--- src/rtl/fetch_unit_pkg.sv ---
// Shared types and constants for the instruction fetch front end.
// Optional feature macro: FETCH_MISALIGN_FAULT_EN (misaligned redirect -> FAULT).
package fetch_unit_pkg;

    localparam int XLEN = 32;
    localparam logic [XLEN-1:0] RESET_PC_DEFAULT = 32'h0000_0000;

    // One buffered instruction word together with the PC it was fetched from.
    typedef struct packed {
        logic [XLEN-1:0] instr;
        logic [XLEN-1:0] pc;
    } fetch_entry_s;

    // FAULT is only ever entered when FETCH_MISALIGN_FAULT_EN is defined.
    typedef enum logic [1:0] {
        RUN   = 2'd0,
        DRAIN = 2'd1,
        FAULT = 2'd2
    } fetch_state_e;

    // Word-align a PC by clearing its two low bits.
    function automatic logic [XLEN-1:0] align_pc(input logic [XLEN-1:0] pc);
        return {pc[XLEN-1:2], 2'b00};
    endfunction

endpackage

--- src/rtl/fetch_unit_if.sv ---
// Request/response/decode/redirect bundle of the fetch unit.
// Optional feature macro (consumed by fetch_unit): FETCH_MISALIGN_FAULT_EN.
interface fetch_unit_if;
    import fetch_unit_pkg::*;

    logic            o_imem_req_valid;
    logic            i_imem_req_ready;
    logic [XLEN-1:0] o_imem_addr;
    logic            i_imem_rsp_valid;
    logic [XLEN-1:0] i_imem_rsp_data;
    logic            o_instr_valid;
    logic            i_instr_ready;
    logic [XLEN-1:0] o_instruction;
    logic [XLEN-1:0] o_pc;
    logic            i_redirect_valid;
    logic [XLEN-1:0] i_redirect_pc;
    logic            o_fetch_fault;

    // Fetch unit side.
    modport master (
        output o_imem_req_valid, o_imem_addr, o_instr_valid, o_instruction, o_pc, o_fetch_fault,
        input  i_imem_req_ready, i_imem_rsp_valid, i_imem_rsp_data, i_instr_ready,
               i_redirect_valid, i_redirect_pc
    );

    // Memory / decode / branch-resolution side.
    modport slave (
        input  o_imem_req_valid, o_imem_addr, o_instr_valid, o_instruction, o_pc, o_fetch_fault,
        output i_imem_req_ready, i_imem_rsp_valid, i_imem_rsp_data, i_instr_ready,
               i_redirect_valid, i_redirect_pc
    );

endinterface

--- src/rtl/fetch_fifo.sv ---
// Synchronous instruction buffer of fetch_entry_s; flush wins over push/pop.
// Optional feature macro (consumed by fetch_unit): FETCH_MISALIGN_FAULT_EN.
module fetch_fifo
    import fetch_unit_pkg::*;
#(
    parameter  int DEPTH = 2,
    localparam int AW    = $clog2(DEPTH),
    localparam int CW    = AW + 1
) (
    input  logic         i_clk,
    input  logic         i_rst_n,
    input  logic         i_push,
    input  logic         i_pop,
    input  logic         i_flush,
    input  fetch_entry_s i_din,
    output fetch_entry_s o_head,
    output logic [CW-1:0] o_count,
    output logic         o_full,
    output logic         o_empty
);

    fetch_entry_s  mem [DEPTH];
    logic [AW-1:0] wr_ptr;
    logic [AW-1:0] rd_ptr;
    logic          do_push;
    logic          do_pop;

    // A push into a full buffer is legal only when the head leaves the same cycle.
    assign do_push = i_push && (!o_full || i_pop);
    assign do_pop  = i_pop && !o_empty;

    // Storage and pointers; pointers wrap naturally because DEPTH is a power of two.
    always_ff @(posedge i_clk or negedge i_rst_n) begin
        if (!i_rst_n) begin
            wr_ptr  <= '0;
            rd_ptr  <= '0;
            o_count <= '0;
            for (int i = 0; i < DEPTH; i++) mem[i] <= '0;
        end else if (i_flush) begin
            wr_ptr  <= '0;
            rd_ptr  <= '0;
            o_count <= '0;
        end else begin
            if (do_push) begin
                mem[wr_ptr] <= i_din;
                wr_ptr      <= wr_ptr + AW'(1);
            end
            if (do_pop) rd_ptr <= rd_ptr + AW'(1);
            o_count <= o_count + CW'(do_push) - CW'(do_pop);
        end
    end

    assign o_head  = mem[rd_ptr];
    assign o_empty = (o_count == '0);
    assign o_full  = (o_count == CW'(DEPTH));

endmodule

--- src/rtl/fetch_unit.sv ---
// Instruction fetch front end: PC generation, credit-limited memory requests,
// instruction buffering and redirect handling with stale-response discard.
// Optional feature macro: FETCH_MISALIGN_FAULT_EN (misaligned redirect enters a
// sticky FAULT state until an aligned redirect arrives).
module fetch_unit
    import fetch_unit_pkg::*;
#(
    parameter logic [XLEN-1:0] RESET_PC   = RESET_PC_DEFAULT,
    parameter int              FIFO_DEPTH = 2
) (
    input  logic          i_clk,
    input  logic          i_rst_n,
    fetch_unit_if.master  bus
);

    localparam int           CW      = $clog2(FIFO_DEPTH) + 1;
    localparam logic [CW:0]  DEPTH_W = (CW + 1)'(FIFO_DEPTH);

    fetch_state_e    state_q, state_d;
    logic [CW-1:0]   discard_q, discard_d;
    logic [CW-1:0]   outstanding_q;
    logic [CW-1:0]   fifo_count;
    logic [CW:0]     in_use;
    logic [XLEN-1:0] fetch_pc_q;
    logic [XLEN-1:0] rsp_pc_q;
    logic [XLEN-1:0] redirect_pc;
    logic            misalign;
    logic            req_valid, instr_valid;
    logic            req_fire, push, pop, flush;
    logic            fifo_full, fifo_empty;
    fetch_entry_s    head;

    assign redirect_pc = align_pc(bus.i_redirect_pc);

`ifdef FETCH_MISALIGN_FAULT_EN
    assign misalign = bus.i_redirect_valid && (bus.i_redirect_pc != redirect_pc);
`else
    assign misalign = 1'b0;
`endif

    // Slots already promised: words in flight plus words buffered.
    assign in_use = {1'b0, outstanding_q} + {1'b0, fifo_count};

    // State register: FSM state and the count of stale responses still to drop.
    always_ff @(posedge i_clk or negedge i_rst_n) begin
        if (!i_rst_n) begin
            state_q   <= RUN;
            discard_q <= '0;
        end else begin
            state_q   <= state_d;
            discard_q <= discard_d;
        end
    end

    // Next state: a redirect re-arms the discard count from what is still in flight.
    always_comb begin
        discard_d = discard_q;
        state_d   = state_q;
        if (bus.i_redirect_valid)
            discard_d = outstanding_q - CW'(bus.i_imem_rsp_valid);
        else if (bus.i_imem_rsp_valid && discard_q != '0)
            discard_d = discard_q - CW'(1);

        if (misalign)
            state_d = FAULT;
        else if (bus.i_redirect_valid || state_q != FAULT)
            state_d = (discard_d != '0) ? DRAIN : RUN;
    end

    // Outputs and handshakes; everything is held quiet while reset is asserted.
    always_comb begin
        req_valid   = i_rst_n && (state_q != FAULT) && !bus.i_redirect_valid && (in_use < DEPTH_W);
        instr_valid = !fifo_empty && !bus.i_redirect_valid && (state_q != FAULT);
        req_fire    = req_valid && bus.i_imem_req_ready;
        pop         = instr_valid && bus.i_instr_ready;
        flush       = bus.i_redirect_valid;
        push        = bus.i_imem_rsp_valid && !bus.i_redirect_valid && (discard_q == '0)
                      && (!fifo_full || pop);

        bus.o_imem_req_valid = req_valid;
        bus.o_imem_addr      = i_rst_n ? fetch_pc_q : '0;
        bus.o_instr_valid    = instr_valid;
        bus.o_instruction    = head.instr;
        bus.o_pc             = head.pc;
`ifdef FETCH_MISALIGN_FAULT_EN
        bus.o_fetch_fault    = (state_q == FAULT);
`else
        bus.o_fetch_fault    = 1'b0;
`endif
    end

    // Fetch PC, response PC and in-flight counter.
    always_ff @(posedge i_clk or negedge i_rst_n) begin
        if (!i_rst_n) begin
            fetch_pc_q    <= RESET_PC;
            rsp_pc_q      <= RESET_PC;
            outstanding_q <= '0;
        end else begin
            outstanding_q <= outstanding_q + CW'(req_fire) - CW'(bus.i_imem_rsp_valid);
            if (bus.i_redirect_valid) begin
                fetch_pc_q <= redirect_pc;
                rsp_pc_q   <= redirect_pc;
            end else begin
                if (req_fire) fetch_pc_q <= fetch_pc_q + XLEN'(4);
                if (push)     rsp_pc_q   <= rsp_pc_q + XLEN'(4);
            end
        end
    end

    fetch_fifo #(.DEPTH(FIFO_DEPTH)) u_fifo (
        .i_clk   (i_clk),
        .i_rst_n (i_rst_n),
        .i_push  (push),
        .i_pop   (pop),
        .i_flush (flush),
        .i_din   ('{instr: bus.i_imem_rsp_data, pc: rsp_pc_q}),
        .o_head  (head),
        .o_count (fifo_count),
        .o_full  (fifo_full),
        .o_empty (fifo_empty)
    );

endmodule

--- src/flat_wrapper.sv ---
// flat-port wrapper written by rule: the top's interface ports become plain ports
module fetch_unit_flat import fetch_unit_pkg::*;
#(
    parameter logic [XLEN-1:0] RESET_PC   = RESET_PC_DEFAULT,
    parameter int              FIFO_DEPTH = 2
)
  (i_clk, i_rst_n, bus_o_imem_req_valid, bus_o_imem_addr, bus_o_instr_valid, bus_o_instruction, bus_o_pc, bus_o_fetch_fault, bus_i_imem_req_ready, bus_i_imem_rsp_valid, bus_i_imem_rsp_data, bus_i_instr_ready, bus_i_redirect_valid, bus_i_redirect_pc);
  fetch_unit_if bus_i ();
  input  logic i_clk;
  input  logic i_rst_n;
  output wire logic [$bits(bus_i.o_imem_req_valid)-1:0] bus_o_imem_req_valid;
  output wire logic [$bits(bus_i.o_imem_addr)-1:0] bus_o_imem_addr;
  output wire logic [$bits(bus_i.o_instr_valid)-1:0] bus_o_instr_valid;
  output wire logic [$bits(bus_i.o_instruction)-1:0] bus_o_instruction;
  output wire logic [$bits(bus_i.o_pc)-1:0] bus_o_pc;
  output wire logic [$bits(bus_i.o_fetch_fault)-1:0] bus_o_fetch_fault;
  input wire logic [$bits(bus_i.i_imem_req_ready)-1:0] bus_i_imem_req_ready;
  input wire logic [$bits(bus_i.i_imem_rsp_valid)-1:0] bus_i_imem_rsp_valid;
  input wire logic [$bits(bus_i.i_imem_rsp_data)-1:0] bus_i_imem_rsp_data;
  input wire logic [$bits(bus_i.i_instr_ready)-1:0] bus_i_instr_ready;
  input wire logic [$bits(bus_i.i_redirect_valid)-1:0] bus_i_redirect_valid;
  input wire logic [$bits(bus_i.i_redirect_pc)-1:0] bus_i_redirect_pc;
  assign bus_o_imem_req_valid = bus_i.o_imem_req_valid;
  assign bus_o_imem_addr = bus_i.o_imem_addr;
  assign bus_o_instr_valid = bus_i.o_instr_valid;
  assign bus_o_instruction = bus_i.o_instruction;
  assign bus_o_pc = bus_i.o_pc;
  assign bus_o_fetch_fault = bus_i.o_fetch_fault;
  assign bus_i.i_imem_req_ready = bus_i_imem_req_ready;
  assign bus_i.i_imem_rsp_valid = bus_i_imem_rsp_valid;
  assign bus_i.i_imem_rsp_data = bus_i_imem_rsp_data;
  assign bus_i.i_instr_ready = bus_i_instr_ready;
  assign bus_i.i_redirect_valid = bus_i_redirect_valid;
  assign bus_i.i_redirect_pc = bus_i_redirect_pc;
  fetch_unit #(.RESET_PC(RESET_PC), .FIFO_DEPTH(FIFO_DEPTH)) u_core (.i_clk(i_clk), .i_rst_n(i_rst_n), .bus(bus_i));
endmodule
--- config.mk ---
export PLATFORM = sky130hd
export DESIGN_NAME = fetch_unit_flat
export DESIGN_NICKNAME = d
export VERILOG_FILES = /design/src/rtl/fetch_unit_pkg.sv /design/src/rtl/fetch_unit_if.sv /design/src/rtl/fetch_fifo.sv /design/src/rtl/fetch_unit.sv /design/src/flat_wrapper.sv
export SDC_FILE = /design/constraint.sdc
export NUM_CORES = 1
export LEC_CHECK = 0
export CORE_ASPECT_RATIO = 0.9
export CORE_MARGIN = 3
export CORE_UTILIZATION = 60
export CTS_BUF_LIST = sky130_fd_sc_hd__clkbuf_8 sky130_fd_sc_hd__clkbuf_16
export CTS_CLUSTER_DIAMETER = 80
export DETAILED_ROUTE_END_ITERATION = 6
export DONT_BUFFER_PORTS = 1
export PLACE_DENSITY = 0.79
export SYNTH_ARGS = -nofsm -noshare
export SYNTH_HDL_FRONTEND = slang
export SYNTH_SLANG_ARGS = --single-unit
--- constraint.sdc ---
create_clock -name i_clk -period 2.8 [get_ports i_clk]
set_input_delay 0.28 -clock i_clk [delete_from_list [all_inputs] [get_ports i_clk]]
set_output_delay 0.28 -clock i_clk [all_outputs]
set_load 0.005 [all_outputs]
==> results.py, run 1 <==
metrics = {
    "routing": {
        "ant_nets": 0,
        "first_iter_violations": 559,
        "routed_wl_um": 22300,
        "via_per_inst": 6.31,
        "route.vias.total": 6659,
        "drc": 0,
        "firstDrtPassIters": 5,
        "wl_per_cell_um": 21.1,
    },
    "global_routing": {
        "gr-usage-all-layers_pct": 25.8,
        "grt_pass1_wl_um": 36000,
        "grt_max_degree": 225,
        "grt-ovfl-total": 0,
        "grt_pass1_vias": 6744,
        "grt_antenna_before_repair": 0,
    },
    "yosys": {
        "synth_area_leaders": "dfrtp_1, mux2_2, nand2_1",
        "syn-instance-count": 805,
        "synth_flop_cell": "dfrtp_1",
        "yosysUniqueCellTypes": 53,
        "yosys.area.top_type": "dfrtp_1",
        "synth_seq_area_share_pct": 51.0,
        "synth_top_area_share_pct": 51.0,
        "async_flop_share_pct": 100,
        "yosys_warnings": 0,
        "synth_enable_flop_cells": 0,
        "ys_ff_latch": 192,
        "syn_avg_cell_area_um2": 11.7,
        "syn_area_mm2": 0.00941,
    },
    "worst_setup_path": {
        "crit_slowest_cell": "or4b_4",
        "critPathRequiredTime_ns": 3.12,
        "critPathArrivalTime_ns": 2.97,
        "worst_path_largest_cell_delay_ns": 0.60,
        "crit_buf_inv": 1,
        "cp-start-kind": "register",
        "path_class": "register to register",
        "cp_top_family": "simple AND/OR/NAND/NOR gates",
        "crit_fanout": 4,
        "path_cells": "and2_1, fa_1, or4b_4, inv_1, nand2_1, or3b_1, a31o_2",
        "cp-end-kind": "register",
    },
    "sta": {
        "timing.final.crit_share_pct": 94.5,
        "final.min_clock_period_ns": 2.65,
        "finalClockSkew_ns": 0.00781,
        "rsz0062_at_grt": "no",
        "setup_tns_ns": 0,
        "tightest_slew_ns": 1.11,
        "relSlewSlack_pct": 25.7,
        "slew_viol_final": 0,
        "setup_violations": 0,
        "fmax_mhz": 378,
        "fin_hold_ws_ns": -0.460,
        "hold_viol_final": 192,
    },
    "clocking": {
        "postCtsSetupBuffers": 0,
        "clk_latency_ns": 0.43,
        "cts_tree": "built",
        "clockBufferDepth": 2,
        "cts_root_buf": "clkbuf_16",
        "cts-buffers-inserted": 17,
        "clkTransAtPathRegs_ns": 0.07,
        "clock-sinks": 192,
        "h-tree-depth": 4,
    },
    "cells_and_area": {
        "final_core_util_pct": 71.3,
        "final_common_cell": "dfrtp_1",
        "nNetsFinal": 922,
        "stdcell_count": 1055,
        "diodes": 0,
        "layout_common_cells": "dfrtp_1, mux2_2, nand2_1",
        "syn_to_final_growth_pct": 13.8,
        "nFillCells": 1060,
        "drive_gt1_share_pct": 29.9,
    },
    "die": {
        "rows": 42,
        "coreArea_mm2": 0.0150,
        "die_w_um": 138,
        "die_y_um": 125,
        "num_io_pins": 169,
        "dieArea_mm2": 0.0172,
        "start_util_pct": 62.6,
    },
    "placement": {
        "place_inst": 978,
        "dp_hpwl_um": 14600,
        "portBuffers": 0,
        "gp_congestion": 0.869,
    },
    "outcome": {
        "status": "complete, but fails checks",
        "violations": "negative hold slack",
    },
    "power_and_ir_drop": {
        "power_leakage_uw": 0.00460,
        "peakVddDrop_mv": 0.482,
        "power.total_uw": 9260,
        "powerDensity_mw_per_mm2": 865,
    },
    "flow_run": {
        "max-cap-violations": 0,
    },
    "min_path": {
        "hp-class": "input port to async pin",
    },
}
[synth_stat cells (4+ instances only)]
master    count
a31o_2        8
clkbuf_1     25
dfrtp_1     192
nor2_1       25
nor4_1        7
nand2_1      66
a31oi_1       8
buf_4         5
ha_1          7
nand4_1      22
or3_1         4
o21ai_0      37
xor2_1       12
and3_1        8
o211ai_1     23
nand3_1      35
o311ai_0     14
nor3_1        5
mux2_2      184
and2_1       36
xnor2_1      10
inv_1        16
buf_2        14
[layer usage]
layer | track usage [%] | part of all wire, % | vias to the layer above
met1 | 35.9 | 42 | 3347
met4 | 6.97 | 2.0 | 0
met5 | 0 | 0 | -
met3 | 6.53 | 7.5 | 35
met2 | 40.7 | 48 | 281
li1 | - | - | 2996
[worst register-to-register path: cells and delay by family (launching register included)]
| family | cells | cell delay, ns |
|---|---|---|
| compound gates | 1 | 0.25 |
| fa+ha+maj | 1 | 0.46 |
| buf+inv | 1 | 0.16 |
| flops | 1 | 0.38 |
| simple gates | 4 | 1.29 |
[cell type report]
class / count / area (um^2) / share of cell area (%)
tap: 198 / 248 / 2.31
multi-input combinational: 553 / 4360 / 40.7
clock buffer: 19 / 453 / 4.23
timing repair buffer: 61 / 593 / 5.54
clock inverter: 13 / 185 / 1.73
sequential: 192 / 4810 / 44.9
inverter: 19 / 71.3 / 0.666
[through the flow]
step	setup WS, ns	cell area [um^2]
final	0.154	10700
after global placement	0.129	9620
after floorplan	0.255	9430
after detailed placement	0.0465	9620
after global routing	0.0133	10700
after CTS	0.0358	10600
[state kept, by name (all words and copies together), names as in the netlist]
signal,cells
u_core.outstanding_q,2
u_core.discard_q,2
u_core.rsp_pc_q,30
u_core.u_fifo.rd_ptr,1
u_core.u_fifo.mem,124
u_core.u_fifo.o_count,2
u_core.u_fifo.wr_ptr,1
u_core.fetch_pc_q,30
[kinds of logic (layout without fill, tap and decap cells)]
kind of cell | after synthesis | count (layout) | synth area share, %
adders and majority gates | 8 | 8 | 1.14
AOI/OAI and AO/OA | 101 | 101 | 7.27
DFF | 192 | 192 | 51.0
other | 1 | 5 | 0.0398
xor gates and xnor gates | 22 | 22 | 2.05
muxes | 186 | 186 | 22.2
and+or+nand+nor | 230 | 231 | 13.2
buffers and inverters | 65 | 112 | 3.06
[path summary, 6_finish.rpt]
path | startpoint | to | slack [ns] | cells after the start
worst max-delay path | u_core.outstanding_q[0] | u_core.fetch_pc_q[9] | 0.15 | 7
worst min-delay path | i_rst_n | u_core.fetch_pc_q[15] | -0.46 | 0
worst max register to register | u_core.outstanding_q[0] | u_core.fetch_pc_q[9] | 0.15 | 7
worst min register to register | u_core.u_fifo.mem[29] | u_core.u_fifo.mem[29] | 0.48 | 2
max in group asynchronous | i_rst_n | u_core.u_fifo.mem[73] | 2.85 | 0
min in group i_clk | bus_i_redirect_valid | u_core.fetch_pc_q[2] | 0 | 1
[power breakdown]
group          total [uW]  internal, uW  switching [uW]  leakage, uW
Combinational        2400          1370            1030      0.00188
Clock                2600          1550            1060     0.000314
Sequential           4260          3680             578      0.00240
[what timing repair did]
| item | 4_1_cts | 5_1_grt |
|---|---|---|
| endpoints found under the setup margin | 0 | 31 |
| hold buffers | 34 | 10 |
| resized for setup | 0 | 1 |
| endpoints found under the hold margin | 260 | 202 |
Power figures use the tool's default switching activity.
==> run 2: changes to the inputs <==
CORE_UTILIZATION = 55   (was 60)
PLACE_DENSITY = 0.73   (was 0.79)
==> run 2 against run 1 <==
Flip-flop and latch count unchanged. Final cell count unchanged. Power down 3.1%. Clock skew about the same. Largest power group unchanged. Non-clock buffer count down 8. Register-to-register slack about the same. Maximum frequency up 0.15%. The flow still finishes with violations (negative hold slack). Clock-buffer cell count down 1.
==> results.py, run 2 (synthesis gave the netlist of run 1 again) <==
metrics = {
    "power_and_ir_drop": {
        "power.total_uw": 8980,
        "powerDensity_mw_per_mm2": 849,
        "peakVddDrop_mv": 0.511,
        "power_leakage_uw": 0.00453,
    },
    "global_routing": {
        "grt_antenna_before_repair": 0,
        "gr-usage-all-layers_pct": 24.5,
        "grt_max_degree": 225,
        "grt_pass1_vias": 6658,
        "grt_pass1_wl_um": 35500,
        "grt-ovfl-total": 0,
    },
    "sta": {
        "timing.final.crit_share_pct": 94.3,
        "final.min_clock_period_ns": 2.64,
        "setup_slack_ns": 0.158,
        "fmax_mhz": 379,
        "setup_violations": 0,
        "setup_tns_ns": 0,
        "fin_hold_ws_ns": -0.461,
        "rsz0062_at_grt": "no",
        "finalClockSkew_ns": 0.00731,
        "relSlewSlack_pct": 38.8,
        "hold_viol_final": 192,
        "tightest_slew_ns": 0.916,
        "slew_viol_final": 0,
    },
    "cells_and_area": {
        "drive_gt1_share_pct": 30.5,
        "layout_common_cells": "dfrtp_1, mux2_2, nand2_1",
        "reg.largest.list": "u_core.u_fifo.mem x124, u_core.fetch_pc_q x30, u_core.rsp_pc_q x30",
        "nFillCells": 1212,
        "top_register": "u_core.u_fifo.mem",
        "largest_register_ffs": 124,
        "diodes": 0,
        "final_common_cell": "dfrtp_1",
        "nNetsFinal": 913,
        "syn_to_final_growth_pct": 12.3,
    },
    "routing": {
        "drc": 0,
        "routed_wl_um": 22500,
        "ant_nets": 0,
        "via_per_inst": 6.24,
        "first_iter_violations": 484,
        "wl_per_cell_um": 21.3,
        "firstDrtPassIters": 5,
        "route.vias.total": 6583,
    },
    "worst_setup_path": {
        "crit_slowest_cell": "or4b_4",
        "cp_top_family": "simple AND/OR/NAND/NOR gates",
        "cp-end-kind": "register",
        "cp-start-kind": "register",
        "worst_path_largest_cell_delay_ns": 0.60,
        "critPathRequiredTime_ns": 3.16,
        "critPathArrivalTime_ns": 3.00,
        "crit_buf_inv": 0,
        "path_class": "register to register",
        "crit_fanout": 4,
        "path_cells": "and2_1, fa_1, or4b_4, nor4_4, nand3_2, or3_1, a31oi_1",
    },
    "die": {
        "num_io_pins": 169,
        "rows": 44,
        "die_y_um": 130,
        "die_w_um": 144,
        "dieArea_mm2": 0.0187,
        "start_util_pct": 57.2,
        "coreArea_mm2": 0.0165,
    },
    "clocking": {
        "clk_latency_ns": 0.43,
        "clkTransAtPathRegs_ns": 0.07,
        "clock-sinks": 192,
        "h-tree-depth": 4,
        "cts_tree": "built",
        "cts_root_buf": "clkbuf_16",
        "clockBufferDepth": 2,
        "cts-buffers-inserted": 17,
    },
    "flow_run": {
        "max-cap-violations": 0,
    },
    "placement": {
        "pre_cts_slack_ns": 0.0123,
        "gp_congestion": 0.881,
        "portBuffers": 0,
        "dp_hpwl_um": 15500,
    },
    "outcome": {
        "violations": "negative hold slack",
        "status": "complete, but fails checks",
    },
    "min_path": {
        "hp-class": "input port to async pin",
    },
}
[run 2: worst paths after layout]
kind | from | endpoint | slack [ns] | cells after the start
worst max-delay path | u_core.u_fifo.o_count[0] | u_core.fetch_pc_q[29] | 0.16 | 7
worst min-delay path | i_rst_n | u_core.u_fifo.mem[106] | -0.46 | 0
worst max register to register | u_core.u_fifo.o_count[0] | u_core.fetch_pc_q[29] | 0.16 | 7
worst min register to register | u_core.u_fifo.mem[29] | u_core.u_fifo.mem[29] | 0.48 | 2
max in group asynchronous | i_rst_n | u_core.fetch_pc_q[6] | 2.97 | 0
min in group i_clk | bus_i_redirect_valid | u_core.rsp_pc_q[30] | 0.01 | 1
[run 2: worst register-to-register path: cells and delay by family (launching register included)]
kind	cells	cell delay (ns)
adder cells (fa/ha/maj)	1	0.45
AND/OR/NAND/NOR	5	1.54
AO/OA/AOI/OAI	1	0.16
flip-flops	1	0.41
[run 2: stage by stage]
stage	area [um^2]	cells	hold slack [ns]	utilization [%]
finish	10600	1055	-0.461	64.2
CTS	10600	1053	-0.479	64.1
global placement	9640	986	-0.0109	58.6
floorplan	9430	809	-0.0156	-
detailed placement	9640	986	-0.0110	58.6
global route	10600	1055	-0.487	64.2
[run 2: where the power goes]
group,leakage (uW),switching (uW),internal (uW)
clock network,0.000269,1120,1190
logic,0.00186,1000,1370
registers,0.00240,614,3680
[run 2: layer usage]
layer / share of wire [%] / track usage, % / up-vias
met1: 41 / 33.2 / 3315
met2: 48 / 38.6 / 257
met4: 2.6 / 8.08 / 0
met5: 0 / 0 / -
met3: 8.1 / 6.82 / 36
li1: - / - / 2975
[run 2: repair_timing]
| action | in CTS | in global routing |
|---|---|---|
| hold buffers | 35 | 1 |
| endpoints found under the hold margin | 272 | 193 |
| buffers inserted | 0 | 1 |
| gates resized for setup | 1 | 2 |
| setup endpoints to repair | 2 | 11 |
| pin swaps | 0 | 2 |
| cloned | 0 | 0 |
[run 2: area by class of cell]
type	instances	area [um^2]	area share, %
flip-flops and latches	192	4810	45.5
multi-input cells	552	4350	41.2
repair buffers	53	526	4.97
clock buffers	18	439	4.15
well taps	207	259	2.45
clock inverters	14	120	1.14
inverters	19	71.3	0.675
